`config.mk`:
```
export PLATFORM = sky130hd
export DESIGN_NAME = mult_share_arbiter
export DESIGN_NICKNAME = d
export VERILOG_FILES = /design/src/rtl/mult_share_arbiter.sv
export SDC_FILE = /design/constraint.sdc
export NUM_CORES = 1
export LEC_CHECK = 0
export BUFFER_PORTS_ARGS = -buffer_cell sky130_fd_sc_hd__buf_2
export CORE_UTILIZATION = 41
export CTS_CLUSTER_DIAMETER = 200
export DETAILED_ROUTE_END_ITERATION = 8
export GPL_ROUTABILITY_DRIVEN = 0
export PLACE_DENSITY_LB_ADDON = 0.2
export SYNTH_ARGS = -nofsm -noshare
export SYNTH_HDL_FRONTEND = slang
export SYNTH_SLANG_ARGS = --single-unit
```
`constraint.sdc`:
```
create_clock -name CLK -period 2.8 [get_ports CLK]
set_clock_uncertainty 0.15 [all_clocks]
set_input_delay 0.14 -clock CLK [delete_from_list [all_inputs] [get_ports CLK]]
set_output_delay 0.14 -clock CLK [all_outputs]
set_load 0.02 [all_outputs]
```
`src/rtl/mult_share_arbiter.sv`:
```
// Round-robin scheduler that shares one pipelined multiplier between NREQ requesters.
// An owner-tag delay line, matched to the multiplier latency, routes each product back to its requester.
module mult_share_arbiter #(
  parameter int NREQ = 4,   // 2..8
  parameter int W1   = 6,
  parameter int W2   = 7,
  parameter int WO   = 17,
  parameter int PIP  = 1    // multiplier pipeline depth, >= 1
) (
  input  logic               CLK,
  input  logic               RST,
  input  logic [NREQ-1:0]    req_valid,
  output logic [NREQ-1:0]    req_ready,
  input  logic [NREQ*W1-1:0] req_in1,
  input  logic [NREQ*W2-1:0] req_in2,
  input  logic               hold,
  output logic               idle,
  output logic [W1-1:0]      mul_in1,
  output logic [W2-1:0]      mul_in2,
  input  logic [WO-1:0]      mul_out,
  output logic [NREQ-1:0]    rsp_valid,
  output logic [WO-1:0]      rsp_data,
  output logic [1:0]         o_dbg_state
);
  localparam int GW = $clog2(NREQ);
  localparam int CW = $clog2(PIP + 2);

  typedef enum logic [1:0] {
    ST_RUN   = 2'd0,
    ST_DRAIN = 2'd1,
    ST_IDLE  = 2'd2
  } state_t;

  state_t           r_state;
  state_t           w_state_nxt;
  logic [GW-1:0]    r_ptr;
  logic [GW-1:0]    w_ptr_nxt;
  logic [GW-1:0]    w_off;
  logic [GW:0]      w_sum;
  logic [GW-1:0]    w_grant_idx;
  logic [2*NREQ-1:0] w_rot;
  logic             w_found;
  logic             w_accept;
  logic             w_retire;
  logic [NREQ-1:0]  w_grant_oh;
  logic [NREQ-1:0]  w_rsp_oh;
  logic [PIP:0]     r_tag_v;
  logic [GW-1:0]    r_tag_id [PIP+1];
  logic [CW-1:0]    r_cnt;
  logic [W1-1:0]    r_mul_in1;
  logic [W2-1:0]    r_mul_in2;
  logic [NREQ-1:0]  r_rsp_valid;
  logic [WO-1:0]    r_rsp_data;

  // Handshake: a requester holds req_valid and its operands until the edge where
  // req_valid & req_ready are both high; ready depends only on valid, pointer, state and hold.
  always_comb begin
    w_rot   = {req_valid, req_valid} >> r_ptr;
    w_found = 1'b0;
    w_off   = '0;
    for (int k = 0; k < NREQ; k++) begin
      if (!w_found && w_rot[k]) begin
        w_found = 1'b1;
        w_off   = GW'(k);
      end
    end
    w_sum = {1'b0, r_ptr} + {1'b0, w_off};
    if (w_sum >= (GW+1)'(NREQ)) begin
      w_grant_idx = GW'(w_sum - (GW+1)'(NREQ));
    end else begin
      w_grant_idx = GW'(w_sum);
    end
  end

  assign w_accept  = w_found && (r_state == ST_RUN) && !hold;
  assign w_ptr_nxt = (w_grant_idx == GW'(NREQ - 1)) ? '0 : w_grant_idx + GW'(1);
  assign w_retire  = r_tag_v[PIP];

  always_comb begin
    w_grant_oh = '0;
    w_rsp_oh   = '0;
    for (int i = 0; i < NREQ; i++) begin
      w_grant_oh[i] = w_accept && (w_grant_idx == GW'(i));
      w_rsp_oh[i]   = w_retire && (r_tag_id[PIP] == GW'(i));
    end
  end

  always_comb begin
    w_state_nxt = r_state;
    case (r_state)
      ST_RUN:   if (hold) w_state_nxt = ST_DRAIN;
      // Releasing hold mid-drain resumes at once; the tag line still delivers what is in flight.
      ST_DRAIN: begin
        if (!hold) begin
          w_state_nxt = ST_RUN;
        end else if (r_cnt == '0) begin
          w_state_nxt = ST_IDLE;
        end
      end
      ST_IDLE:  if (!hold) w_state_nxt = ST_RUN;
      default:  w_state_nxt = ST_RUN;
    endcase
  end

  always_ff @(posedge CLK or negedge RST) begin
    if (!RST) begin
      r_state     <= ST_RUN;
      r_ptr       <= '0;
      r_tag_v     <= '0;
      for (int s = 0; s <= PIP; s++) r_tag_id[s] <= '0;
      r_cnt       <= '0;
      r_mul_in1   <= '0;
      r_mul_in2   <= '0;
      r_rsp_valid <= '0;
      r_rsp_data  <= '0;
    end else begin
      r_state     <= w_state_nxt;
      r_tag_v     <= {r_tag_v[PIP-1:0], w_accept};
      r_tag_id[0] <= w_grant_idx;
      for (int s = 1; s <= PIP; s++) r_tag_id[s] <= r_tag_id[s-1];
      if (w_accept) begin
        r_ptr     <= w_ptr_nxt;
        r_mul_in1 <= req_in1[w_grant_idx*W1 +: W1];
        r_mul_in2 <= req_in2[w_grant_idx*W2 +: W2];
      end
      r_rsp_valid <= w_rsp_oh;
      if (w_retire) r_rsp_data <= mul_out;
      case ({w_accept, w_retire})
        2'b10:   r_cnt <= r_cnt + CW'(1);
        2'b01:   r_cnt <= r_cnt - CW'(1);
        default: r_cnt <= r_cnt;
      endcase
    end
  end

  assign req_ready   = w_grant_oh;
  assign idle        = (r_state == ST_IDLE);
  assign mul_in1     = r_mul_in1;
  assign mul_in2     = r_mul_in2;
  assign rsp_valid   = r_rsp_valid;
  assign rsp_data    = r_rsp_data;
  assign o_dbg_state = r_state;
endmodule

```
==> run summary <==
Initial antenna violation count: 0
Diode count: 0
FILL cells: 466
DR WL/cell: 13.4 µm
Detailed Routing Iterations Pass 1: 4
Vias: 2047
Longest Clk Path Bufs: 2
Leakage: 1.69 nW
#FFs+latches synth: 46
First-pass GRT wire length: 8850 µm
Total gr overflow: 0
Die area: 5960 µm²
Hold WC Path Type: primary input to flop
Vias per cell: 4.91
Reg2reg path depth: 13
Vias in the first global route: 1874
Synth unique cells: 33
Hold_sp: req_in2[5]
Mapped Cells: 202
Final Hold Fails: 0
CP endpoint kind: output pin
Post-Route Utilization: 62.0%
Post-synth top area cell: dfrtp_1
Share of layout cells above drive strength 1: 49.3%
Fin crit period: 2.73 ns
R2R Path Start: r_ptr[1]
IO Count: 117
Startpoint class of the critical path: flop
Antenna Nets Post-Route: 0
Die Width: 77.2 µm
Grt met2 use: 32.1%
Register area share after synthesis: 49.6%
WS Path Type: flop to output pin
Multiplexer share of the synthesized area: 19.5%
Grt met3 use: 3.81%
Simple-Gate Fraction of Synth Area: 15.3%
Pwr Density: 1060 nW/µm²
Crit share post-route: 97.3%
Area delta synth->final: 46.2%
Worst-path clk slew: 0.08 ns
Setup violators final: 0
Top cells by area, synth: dfrtp_1 50%, mux2i_1 11%, mux2_2 8.3%
Post-layout nets: 423
Critical Path AT: 2.44 ns
GRT Total Usage: 18.8%
Number of buffers created by CTS: 5
Drt total wl: 5600 µm
DRC errors left: 0
Largest net degree at the start of global routing: 47
RSZ-0062 raised after global routing: true
Row count: 27
Critical path destination: req_ready[3]
Top Usage Layer GRT: met2
Reg2Reg Setup Slack: 0.17 ns
Synthesis Warnings: 0
R2R Path End: mul_in2[1]
CTS tree: yes
Core ar.: 5470 µm²
Worst slew margin: 32.4%
Max_cap viols: 0
Post-synthesis instance area: 2320 µm²
First-iteration detailed-routing DRC count: 41
Synth Area in Compound Gates: 9.17%
PortBufs: 116
Die Ht: 77.2 µm
Yosys top cell area share: 49.6%
CP max FO: 4
Clk Latency, worst-skew pair: 0.29 ns
Post-Synth XOR/XNOR Area: 1.51%
Starting density of the core: 42.4%
Fmax: 367 MHz
Root Driver: clkbuf_8
Placed wire-length estimate: 3710 µm
Worst-margin pin slew: 1.01 ns
H-tree levels: 2
VDD IR-drop max: 0.000474 V
Count of pins over their slew limit: 0
Status: completed
Mean Syn Cell Area: 11.5 µm²
Grt met1 use: 23.8%
Overall power: 3.58 mW
Worst EP required: 2.51 ns
CP Launch Point: r_ptr[1]
Syn nets: 281
Adder-Cell Fraction of Synth Area: 1.62%
CTS Sinks: 46
Largest family of logic cells by synthesized area: multiplexers
## through the flow
| step | std cells | cell area [µm²] | hold slack, ns | setup WS, ns | TNS, ns |
|---|---|---|---|---|---|
| finish | 417 | 3390 | 0.0335 | 0.0746 | 0 |
| global route | 417 | 3390 | 0.0474 | -0.0633 | -0.149 |
| CTS | 413 | 3330 | 0.0295 | 0.000889 | 0 |
| detailed placement | 384 | 3010 | 0.187 | -0.0540 | -0.162 |
| global placement | 384 | 3010 | 0.184 | 0.0340 | 0 |
| floorplan | 202 | 2320 | -0.306 | 0.0529 | 0 |
## cell usage in the layout, fill, tap and decap left out, types with 2 or more instances in the layout
master | netlist | final
dfrtp_1 | 46 | 46
buf_6 | 0 | 2
buf_4 | 1 | 13
or4_1 | 13 | 13
ha_2 | 0 | 2
o21ai_1 | 1 | 2
nor2b_1 | 5 | 5
inv_1 | 2 | 2
nand2_1 | 21 | 21
xnor2_1 | 3 | 2
mux2_2 | 17 | 17
a21oi_1 | 4 | 3
o311ai_0 | 5 | 5
dlygate4sd3_1 | 0 | 19
o21ai_2 | 2 | 2
and3b_1 | 3 | 3
mux2i_1 | 26 | 26
nor3b_1 | 6 | 6
nor3_1 | 3 | 3
buf_2 | 7 | 115
nor2_1 | 8 | 6
clkbuf_8 | 0 | 5
o311ai_1 | 8 | 8
## final cells by class
class	count	area, µm²	area share, %
clock buffers	5	68.8	2.03
clock inverters	3	21.3	0.627
inverters	2	7.51	0.221
multi-input cells	139	1150	33.9
flip-flops and latches	46	1150	33.9
well taps	72	90.1	2.66
repair buffers	150	901	26.6
## synthesized netlist by cell type, drive strengths merged
master,number
and3,1
clkbuf,6
a31oi,1
nor2,8
and3b,3
dfrtp,46
buf,9
nor4,1
mux2,17
a211oi,1
o21a,1
ha,3
o41ai,1
nor3,3
xnor2,3
o21ai,4
inv,2
nor2b,5
a21oi,4
xor2,1
o311ai,13
o31ai,1
or4,13
and4,1
mux2i,26
nor3b,6
and2,1
nand2,21
## critical path: stages (launching register included)
cell and delay (ns):
dfrtp_1 0.41, nand2_1 0.08, a21oi_2 0.12, nor2_1 0.06
a211oi_2 0.15, a21oi_1 0.08, ha_2 0.20, xnor2_2 0.20
and4_4 0.27, buf_8 0.10, nor2_2 0.03, ha_2 0.17
and2_4 0.14, buf_6 0.12
## worst min-delay path by stage
stage,cells past startpoint,end,slack [ns]
after CTS,3,mul_in1[3],0.03
after global routing,3,mul_in1[3],0.05
after floorplan,0,mul_in1[0],-0.31
after detailed placement,0,r_tag_v[1],0.19
after global placement,0,r_tag_id[1],0.18
final,3,mul_in2[5],0.03
## flip-flops by register name, indices dropped and copies added, names as in the netlist
register,flops
rsp_data,17
mul_in2,7
mul_in1,6
r_tag_id,4
rsp_valid,4
o_dbg_state,2
r_cnt,2
r_ptr,2
r_tag_v,2
## logic make-up (layout without fill, tap and decap cells)
| logic type | after synthesis | after routing |
|---|---|---|
| compound gates | 26 | 26 |
| flops | 46 | 46 |
| fa+ha+maj | 3 | 3 |
| simple gates | 63 | 63 |
| xor+xnor | 4 | 4 |
| mux | 43 | 43 |
| buf+inv | 17 | 160 |
## where the power goes
part | leakage, nW | internal, mW | switching, mW
Clock | 0.0441 | 0.175 | 0.220
Combinational | 1.08 | 0.944 | 1.13
Sequential | 0.562 | 0.946 | 0.162
Total | 1.69 | 2.07 | 1.52
## per-layer routing
| layer | wire length (µm) | share of wire, % |
|---|---|---|
| met1 | 2460 | 44 |
| met2 | 2810 | 50 |
| met3 | 223 | 4.0 |
| met4 | 104 | 1.9 |
| met5 | 0 | 0 |
## what timing repair did
action / 4_1_cts / 5_1_grt
hold buffers: 19 / 0
buffers inserted: 2 / 4
pin swaps: 2 / 7
gates resized for setup: 7 / 9
setup endpoints to repair: 8 / 5
hold endpoints to repair: 65 / 0
Note: power is estimated with default switching activity, not from simulation.
